<file path="config.mk">
export PLATFORM = sky130hd
export DESIGN_NAME = ysyx_25060170_mdu_ctrl_flat
export DESIGN_NICKNAME = d
export VERILOG_FILES = /design/src/rtl/ysyx_25060170_pkg.sv /design/src/rtl/ysyx_25060170_mdu_ctrl_if.sv /design/src/rtl/ysyx_25060170_mdu_step.sv /design/src/rtl/ysyx_25060170_mdu_ctrl.sv /design/src/flat_wrapper.sv
export SDC_FILE = /design/constraint.sdc
export NUM_CORES = 1
export LEC_CHECK = 0
export CAP_MARGIN = 30
export CELL_PAD_IN_SITES_DETAIL_PLACEMENT = 1
export CELL_PAD_IN_SITES_GLOBAL_PLACEMENT = 1
export CORE_ASPECT_RATIO = 1.4
export CORE_MARGIN = 3
export CORE_UTILIZATION = 47
export CTS_CLUSTER_SIZE = 40
export DETAILED_ROUTE_END_ITERATION = 16
export PLACE_DENSITY_LB_ADDON = 0.3
export SYNTH_ARGS = -nofsm -noshare
export SYNTH_HDL_FRONTEND = slang
export SYNTH_SLANG_ARGS = --single-unit
export TNS_END_PERCENT = 5
</file>
<file path="constraint.sdc">
create_clock -name clk -period 5.3 [get_ports clk]
set_input_delay 1.06 -clock clk [delete_from_list [all_inputs] [get_ports clk]]
set_output_delay 1.06 -clock clk [all_outputs]
set_load 0.01 [all_outputs]
</file>
<file path="src/rtl/ysyx_25060170_pkg.sv">
// Shared MDU definitions: ALU opcodes, FSM state encoding, and opcode decode.
package ysyx_25060170_pkg;
  localparam int XLEN = 32;

  localparam logic [3:0] ALU_MUL = 4'd2;
  localparam logic [3:0] ALU_DIV = 4'd3;
  localparam logic [3:0] ALU_REM = 4'd10;

  typedef enum logic [1:0] {
    MDU_IDLE = 2'd0,
    MDU_BUSY = 2'd1,
    MDU_DONE = 2'd2
  } mdu_state_e;

  typedef enum logic [1:0] {
    OP_MUL = 2'd0,
    OP_DIV = 2'd1,
    OP_REM = 2'd2
  } mdu_op_e;

  // Unknown opcodes fall back to multiply so the FSM always has a defined path.
  function automatic mdu_op_e decode_op(input logic [3:0] aluop);
    case (aluop)
      ALU_DIV: return OP_DIV;
      ALU_REM: return OP_REM;
      default: return OP_MUL;
    endcase
  endfunction
endpackage

</file>
<file path="src/rtl/ysyx_25060170_mdu_ctrl_if.sv">
// Issue/writeback handshake bundle between IDU, MDU and WBU.
interface ysyx_25060170_mdu_ctrl_if #(
  parameter int XLEN = 32
);
  logic            in_valid;
  logic            in_ready;
  logic [3:0]      ALUop;
  logic [XLEN-1:0] exu_op_1;
  logic [XLEN-1:0] exu_op_2;
  logic            out_valid;
  logic            out_ready;
  logic [XLEN-1:0] mdu_res;

  modport master (
    output in_valid, ALUop, exu_op_1, exu_op_2, out_ready,
    input  in_ready, out_valid, mdu_res
  );

  modport slave (
    input  in_valid, ALUop, exu_op_1, exu_op_2, out_ready,
    output in_ready, out_valid, mdu_res
  );
endinterface

</file>
<file path="src/rtl/ysyx_25060170_mdu_step.sv">
// One iteration of the MDU datapath: shift-add multiply or restoring-divide step.
// Registers are shared: a = acc/rem, b = multiplicand/quot, c = multiplier/divisor.
module ysyx_25060170_mdu_step #(
  parameter int XLEN = 32
) (
  input  logic            is_mul,
  input  logic [XLEN-1:0] a,
  input  logic [XLEN-1:0] b,
  input  logic [XLEN-1:0] c,
  output logic [XLEN-1:0] a_nxt,
  output logic [XLEN-1:0] b_nxt,
  output logic [XLEN-1:0] c_nxt
);
  logic [XLEN:0] rem_sh;
  logic [XLEN:0] diff;

  always_comb begin
    rem_sh = {a, b[XLEN-1]};
    diff   = rem_sh - {1'b0, c};
    a_nxt  = a;
    b_nxt  = b;
    c_nxt  = c;
    if (is_mul) begin
      a_nxt = a + (c[0] ? b : '0);
      b_nxt = b << 1;
      c_nxt = c >> 1;
    end else if (!diff[XLEN]) begin
      a_nxt = diff[XLEN-1:0];
      b_nxt = {b[XLEN-2:0], 1'b1};
    end else begin
      a_nxt = rem_sh[XLEN-1:0];
      b_nxt = {b[XLEN-2:0], 1'b0};
    end
  end
endmodule

</file>
<file path="src/rtl/ysyx_25060170_mdu_ctrl.sv">
// Multi-cycle unsigned mul/div/rem sequencer; stalls issue while an op is in flight.
module ysyx_25060170_mdu_ctrl #(
  parameter int XLEN  = 32,
  parameter int CNT_W = 5
) (
  input  logic                     clk,
  input  logic                     rst,
  input  logic                     flush,
  ysyx_25060170_mdu_ctrl_if.slave  bus
);
  import ysyx_25060170_pkg::*;

  mdu_state_e      state;
  mdu_op_e         op;
  mdu_op_e         in_op;
  logic [CNT_W-1:0] cnt;
  logic [XLEN-1:0] a, b, c;
  logic [XLEN-1:0] a_nxt, b_nxt, c_nxt;
  logic            last;
  logic            in_div0;

  assign in_op   = decode_op(bus.ALUop);
  assign last    = (cnt == CNT_W'(XLEN-1));
  assign in_div0 = (in_op != OP_MUL) && (bus.exu_op_2 == '0);

  ysyx_25060170_mdu_step #(.XLEN(XLEN)) u_step (
    .is_mul (op == OP_MUL),
    .a      (a),
    .b      (b),
    .c      (c),
    .a_nxt  (a_nxt),
    .b_nxt  (b_nxt),
    .c_nxt  (c_nxt)
  );

  always_ff @(posedge clk) begin
    if (rst) begin
      state         <= MDU_IDLE;
      op            <= OP_MUL;
      cnt           <= '0;
      a             <= '0;
      b             <= '0;
      c             <= '0;
      bus.in_ready  <= 1'b1;
      bus.out_valid <= 1'b0;
      bus.mdu_res   <= '0;
    end else if (flush) begin
      state         <= MDU_IDLE;
      cnt           <= '0;
      bus.in_ready  <= 1'b1;
      bus.out_valid <= 1'b0;
    end else begin
      case (state)
        MDU_IDLE: begin
          if (bus.in_valid) begin
            op           <= in_op;
            cnt          <= '0;
            bus.in_ready <= 1'b0;
            // Divide by zero: quotient all-ones, remainder = dividend, no iterations.
            if (in_div0) begin
              a     <= bus.exu_op_1;
              b     <= '1;
              c     <= '0;
              state <= MDU_DONE;
            end else begin
              a     <= '0;
              b     <= bus.exu_op_1;
              c     <= bus.exu_op_2;
              state <= MDU_BUSY;
            end
          end
        end
        MDU_BUSY: begin
          a   <= a_nxt;
          b   <= b_nxt;
          c   <= c_nxt;
          cnt <= cnt + 1'b1;
          if (last) begin
            state         <= MDU_DONE;
            bus.out_valid <= 1'b1;
            bus.mdu_res   <= (op == OP_DIV) ? b_nxt : a_nxt;
          end
        end
        MDU_DONE: begin
          // The divide-by-zero shortcut arrives here with out_valid still low.
          if (!bus.out_valid) begin
            bus.out_valid <= 1'b1;
            bus.mdu_res   <= (op == OP_DIV) ? b : a;
          end else if (bus.out_ready) begin
            state         <= MDU_IDLE;
            bus.out_valid <= 1'b0;
            bus.in_ready  <= 1'b1;
          end
        end
        default: begin
          state         <= MDU_IDLE;
          bus.in_ready  <= 1'b1;
          bus.out_valid <= 1'b0;
        end
      endcase
    end
  end
endmodule

</file>
<file path="src/flat_wrapper.sv">
// flat-port wrapper written by rule: the top's interface ports become plain ports
module ysyx_25060170_mdu_ctrl_flat import ysyx_25060170_pkg::*;
#(
  parameter int XLEN  = 32,
  parameter int CNT_W = 5
)
  (clk, rst, flush, bus_in_valid, bus_ALUop, bus_exu_op_1, bus_exu_op_2, bus_out_ready, bus_in_ready, bus_out_valid, bus_mdu_res);
  ysyx_25060170_mdu_ctrl_if #(.XLEN(XLEN)) bus_i ();
  input  logic clk;
  input  logic rst;
  input  logic flush;
  input wire logic [$bits(bus_i.in_valid)-1:0] bus_in_valid;
  input wire logic [$bits(bus_i.ALUop)-1:0] bus_ALUop;
  input wire logic [$bits(bus_i.exu_op_1)-1:0] bus_exu_op_1;
  input wire logic [$bits(bus_i.exu_op_2)-1:0] bus_exu_op_2;
  input wire logic [$bits(bus_i.out_ready)-1:0] bus_out_ready;
  output wire logic [$bits(bus_i.in_ready)-1:0] bus_in_ready;
  output wire logic [$bits(bus_i.out_valid)-1:0] bus_out_valid;
  output wire logic [$bits(bus_i.mdu_res)-1:0] bus_mdu_res;
  assign bus_i.in_valid = bus_in_valid;
  assign bus_i.ALUop = bus_ALUop;
  assign bus_i.exu_op_1 = bus_exu_op_1;
  assign bus_i.exu_op_2 = bus_exu_op_2;
  assign bus_i.out_ready = bus_out_ready;
  assign bus_in_ready = bus_i.in_ready;
  assign bus_out_valid = bus_i.out_valid;
  assign bus_mdu_res = bus_i.mdu_res;
  ysyx_25060170_mdu_ctrl #(.XLEN(XLEN), .CNT_W(CNT_W)) u_core (.clk(clk), .rst(rst), .flush(flush), .bus(bus_i));
endmodule
</file>
==> results.md, run 1 <==
* Netlist Area Pre-Place at between 10,000 and 15,000 um2
* Die W at about 140 um
* Relative slew slack at roughly a quarter
* Count leader, synth: a21oi_1
* Status: complete, no violations
* Max cap viols at 0
* Avg Cell Area, Syn at roughly 7.5 um2
* Antenna viol nets, final at 0
* Pin count of the biggest net entering global routing at 105
* Area Overhead vs Synth at 17.7%
* Post-CTS Hold Fix Bufs at 0
* Number of enable flip-flop cells after synthesis at 0
* CP max stage delay at approximately 0.51 ns
* Vias in the first global route at 13,128
* CP bufs+invs at 1
* Top Family by Delay on Critical Path: compound AO/OA/AOI/OAI gates
* TritonCTS Buffers at 17
* Synth area leader: dfxtp_1
* Synth Instances at around 1,500
* Starting Density at between 40% and 50%
* Final slew viol count at 0
* Tightest Pin Transition at ~1.1 ns
* Final WL at 46,400 um
* CTS Buffer Depth at 2
* Syn_nets at around 1,700
* Core area at 23,400 um2
* Flops & latches, synth at between 100 and 150
* Total die area at 25,900 um2
* Distinct cells, synth at slightly above 80
* Total Power at ~4.2 mW
* Routed WL per cell at approximately 25 um
* Ys async rst share at 0%
* Final Critical Period at 4.10 ns
* Worst-path clk slew at 0.07 ns
* WS Path Type: register to register
* Power per cell area at roughly 320 nW/um2
* First-pass GRT wire length at 72,600 um
* Fin Setup TNS at 0 ns
* Maximum VDD drop at between 200 and 300 uV
* Clk sink count at approximately 140
* # nets final at ~1,700
* Worst-path maximum fanout at 26
* Worst path required time at 5.62 ns
* WP data arrival at around 4.4 ns
* Sequential share of the synthesized area at ~25%
* Final setup vio count at 0
* Routed via count at 12,726
* CP endpoint kind: register
* Fmax at approximately 240 MHz
* Post_cts resized at 0
* Tcrit/Tclk final at between 70% and 80%
* CTS tree: done
* HP Class: register to register
* Startpoint types: register
* Primary FF master, synth: dfxtp_1
* RSZ-0062 raised after global routing: no
* Initial antenna violation count at 0
* Initial DRT Pass Iterations at 6
* H-tree depth at 4
* Starting DRT DRC Count at about 1,100
* Clock skew at roughly 0.011 ns
* Share of layout cells above drive strength 1 at under 10%
* Largest cells by area after synthesis: dfxtp_1 (25%), a21oi_1 (8.0%), ha_1 (7.7%)
* Setup bufs post-CTS at 0
* Io pins at about 110
* Multi-input logic area at between 7000 and 8000 um2
* DR DRC count at 0
* Grt ovf at 0
* I/O Buffers at between 100 and 150
* Ys Warns at 0
* Vias per cell at between 6 and 7
* Root Buffer: clkbuf_16
* Pleak at between 5 and 6 nW
* Final-layout fill cell count at 2,923
* Cell repeated most along the worst path: a221oi_1
* GPL Wtd Cong at a little over 1
* Critical-path cell list: buf_16 > and2_1 > ha_1 > fa_1 > a211oi_1 > o21ai_1 > a211oi_2 > nand2b_1 > o41ai_2 > a221oi_1 > xnor2_1 > a221oi_1 > a21oi_1
* Site row count at 66
* Final Hold Vio Count at 0
* GRT Total Usage at a little over a third
* Most instantiated cells after synthesis: a21oi_1 (179), nand2_1 (158), dfxtp_1 (139), o21ai_0 (127), nor2_1 (116)
* Area share of the leading cell type in the synthesized netlist at about a quarter
* Post-DP HPWL at 33,000 um
* Clk_lat worst skew at approximately 0.45 ns
* CP max stage cell: dfxtp_1
* Die span in y at about 190 um
* Register area at 2780 um2
* Antenna diodes at 0
[flip-flops by register name (all words and copies together) (netlist names)]
register and flops:
u_core.a 32, u_core.b 32, u_core.bus.in_ready 1, u_core.bus.mdu_res 32, u_core.bus.out_valid 1, u_core.c 32, u_core.cnt 5, u_core.op 2
u_core.state 2
[layer usage]
| metal | part of all wire (%) | global-route usage (%) |
|---|---|---|
| met1 | 41 | 45.9 |
| met2 | 46 | 56.7 |
| met3 | 7.4 | 6.49 |
| met4 | 5.2 | 17.9 |
| met5 | 0 | 0 |
[where the power goes]
part	internal [mW]	switching [mW]	total, mW	leakage, nW
sequential	1.13	0.126	1.26	1.14
clock	0.872	0.512	1.38	0.323
combinational	0.585	0.973	1.56	3.59
[cells by family (layout without fill, tap and decap cells)]
family | count (synthesis) | count (layout) | share of synthesized area, %
AOI/OAI and AO/OA | 597 | 597 | 34.2
xor gates and xnor gates | 55 | 55 | 4.45
adders and majority gates | 71 | 71 | 8.03
buffers and inverters | 153 | 215 | 5.30
DFF | 139 | 139 | 24.7
muxes | 57 | 57 | 5.22
and+or+nand+nor | 436 | 436 | 18.1
[final timing paths]
path                                    start                                to  slack, ns  depth (start not counted)
max                  u_core.c[0]$_SDFFE_PP0P_         u_core.a[26]$_SDFFE_PP0P_       1.20                         13
min          u_core.bus.in_ready$_SDFFE_PP1P_  u_core.bus.in_ready$_SDFFE_PP1P_       0.48                          1
max reg2reg          u_core.c[0]$_SDFFE_PP0P_         u_core.a[26]$_SDFFE_PP0P_       1.20                         13
min reg2reg  u_core.bus.in_ready$_SDFFE_PP1P_  u_core.bus.in_ready$_SDFFE_PP1P_       0.48                          1
[stage by stage]
step,worst slack (ns),instances,hold WS [ns],area [um2],utilization (%)
2_1_floorplan,2.24,1508,0.460,11300,-
3_3_place_gp,1.20,1840,0.447,12500,53.5
3_5_place_dp,1.34,1843,0.457,12600,53.7
4_1_cts,1.31,1875,0.481,13200,56.5
5_1_grt,0.898,1876,0.504,13200,56.7
6_report,1.20,1876,0.484,13200,56.7
[cell type report]
type	instances	share of cell area, %
sequential	139	21.0
multi-input combinational	1216	59.9
inverter	53	1.50
clock buffer	21	3.55
tap	306	2.89
timing repair buffer	130	9.72
clock inverter	11	1.44
[placed cells by master (no fill, tap or decap), drive strengths merged, types with 12 or more instances in the layout]
cell type      netlist  routed
a31oi               42      42
a21oi              181     181
dfxtp              139     139
clkbuf              88      21
a211oi              48      48
xor2                28      28
ha                  69      69
nor3                20      20
nor2               116     116
a221oi              39      39
xnor2               27      27
o21ai              136     136
o22ai               12      12
o211ai              21      21
a21o                16      16
clkdlybuf4s50        0     105
nand2              158     158
inv                 51      51
buf                 12      25
nor2b               12      12
nand3               26      26
and2                36      36
mux2i               47      47
nand4               16      16
(Power assumes the default switching activity.)
==> run 2: changes to the inputs <==
Settings changed: CORE_UTILIZATION 47 to 43.
Clock period 5.3 ns to 3.8 ns, I/O delays scaled along.
==> results.md, run 2 (synthesis results as in run 1) <==
* Area Overhead vs Synth at 21.1%
* Pleak at 5.30 nW (+4.8%)
* Site row count at 69 (+4.5%)
* Initial antenna violation count at 0 (unchanged)
* Power per cell area at 426 nW/um2 (+34%)
* Final WL at 49,100 um (+6.0%)
* Final Critical Period at 3.63 ns (-0.469 ns)
* Layout Utilization at 53.3% (-3.3 points)
* Worst path required time at 4.15 ns (-1.47 ns)
* GRT Total Usage at 34.1% (-1.6 points)
* Die W at 143 um (+4.3%)
* Total die area at 28,200 um2 (+8.9%)
* Die span in y at 197 um (+4.4%)
* CTS tree: done
* Antenna diodes at 0 (unchanged)
* Antenna viol nets, final at 0 (unchanged)
* Routed WL per cell at 25.3 um (+2.4%)
* First-pass GRT wire length at 75,100 um (+3.5%)
* Met1 usage in global routing at 44.5% (-1.5 points)
* Top Usage Layer GRT: met2
* Total Power at 5.81 mW (+38%)
* Most frequent cells in the layout: a21oi_1 (179), nand2_1 (157), dfxtp_1 (139)
* Grt ovf at 0 (unchanged)
* Clk sink count at 139 (unchanged)
* Share of layout cells above drive strength 1 at 9.55% (+3.2 points)
* Final slew viol count at 0 (unchanged)
* Relative slew slack at 45.0% (+21 points)
* HP Class: register to register
* Starting DRT DRC Count at 907 (-17%)
* CTS Buffer Depth at 2 (unchanged)
* Routed via count at 12,854 (+1.0%)
* Fin Setup TNS at 0 ns (unchanged)
* WS Path Type: register to register
* GR Util met3 at 4.04% (-2.4 points)
* DR DRC count at 0 (unchanged)
* H-tree depth at 4 (unchanged)
* GPL Wtd Cong at 1.01 (-2.5%)
* Core area at 25,600 um2 (+9.3%)
* Max cap viols at 0 (unchanged)
* Initial DRT Pass Iterations at 5 (-1)
* Post-DP HPWL at 35,800 um (+8.2%)
* TritonCTS Buffers at 17 (unchanged)
* Status: complete, no violations
* RSZ-0062 raised after global routing: yes
* # nets final at 1,756 (+3.2%)
* Worst-path maximum fanout at 14 (-46%)
* Post-CTS Hold Fix Bufs at 0 (unchanged)
* M2 GR Usage at 56.8% (+0.11 points)
* Clock skew at 0.00507 ns (-0.00632 ns)
* CP endpoint kind: register
* Worst-path clk slew at 0.06 ns (about the same)
* Maximum VDD drop at 349 uV (+35%)
* Root Buffer: clkbuf_16
* I/O Buffers at 106 (unchanged)
* Vias in the first global route at 13,087 (-0.31%)
* Most common cell after layout, fill and taps aside: a21oi_1
* Tcrit/Tclk final at 95.5% (+18 points)
* Startpoint types: register
* Starting Density at 44.0% (-4.1 points)
* Final setup vio count at 0 (unchanged)
* WP data arrival at 3.97 ns (-0.45 ns)
* Final Hold Vio Count at 0 (unchanged)
* Clk_lat worst skew at 0.43 ns (-0.02 ns)
* Fmax at 276 MHz (+13%)
* Vias per cell at 6.62 (-2.4%)
* Pin count of the biggest net entering global routing at 106 (+0.95%)
* Tightest Pin Transition at 0.824 ns (-0.305 ns)
* Io pins at 107 (unchanged)
run 2: cell types whose count changed in the layout (fill, tap and decap cells not counted), sizes merged:
cell | previous run | this run
buf | 25 | 80
bufinv | 5 | 2
clkbuf | 21 | 23
clkinv | 7 | 6
run 2: final cells by class:
class | count | area, um2
sequential | 139 | 2780
fill | 3178 | 11900
clock inverter | 7 | 91.3
timing repair buffer | 185 | 1720
multi-input combinational | 1216 | 7960
inverter | 53 | 199
clock buffer | 23 | 478
tap | 319 | 399
run 2: report_power, final:
| group | switching (mW) | internal (mW) | leakage (nW) |
|---|---|---|---|
| Sequential | 0.149 | 1.58 | 1.14 |
| Clock | 0.679 | 1.01 | 0.279 |
| Combinational | 1.46 | 0.926 | 3.88 |
run 2: layer usage:
layer	part of all wire, %	up-vias	wire length, um
li1	-	5843	-
met1	41	6344	20200
met2	48	535	23600
met3	6.6	132	3230
met4	4.3	0	2100
met5	0	-	0
run 2: critical path: stages (launching register included):
cell and delay, ns:
dfxtp_1 0.33, inv_1 0.07, ha_1 0.22, fa_1 0.46, nand2b_1 0.18, a21oi_1 0.17
o21a_1 0.22, a31o_2 0.22, o21ai_4 0.09, xnor2_4 0.53, buf_16 0.24, mux2_4 0.32
o2111a_1 0.24, nor4_2 0.23
run 2: timing repair:
| action | CTS | global route |
|---|---|---|
| endpoints found under the setup margin | 0 | 15 |
| buffers inserted | 0 | 2 |
| hold endpoints to repair | 0 | 0 |
| gates resized for setup | 0 | 7 |
run 2: final timing paths:
path	start	end	slack, ns	depth (start not counted)
worst max-delay path	u_core.b[31]$_SDFFE_PP0P_	u_core.a[1]$_SDFFE_PP0P_	0.17	13
worst min-delay path	u_core.bus.in_ready$_SDFFE_PP1P_	u_core.bus.in_ready$_SDFFE_PP1P_	0.47	1
worst max register to register	u_core.b[31]$_SDFFE_PP0P_	u_core.a[1]$_SDFFE_PP0P_	0.17	13
worst min register to register	u_core.bus.in_ready$_SDFFE_PP1P_	u_core.bus.in_ready$_SDFFE_PP1P_	0.47	1
run 2: stage by stage:
stage	setup WS, ns	instance area [um2]	hold WS (ns)	instances
after CTS	0.0593	13600	0.469	1940
final	0.171	13600	0.468	1942
after global routing	-0.0343	13600	0.513	1942
after detailed placement	0.110	13000	0.459	1910
after floorplan	0.744	11300	0.460	1508
after global placement	0.0741	13000	0.448	1909
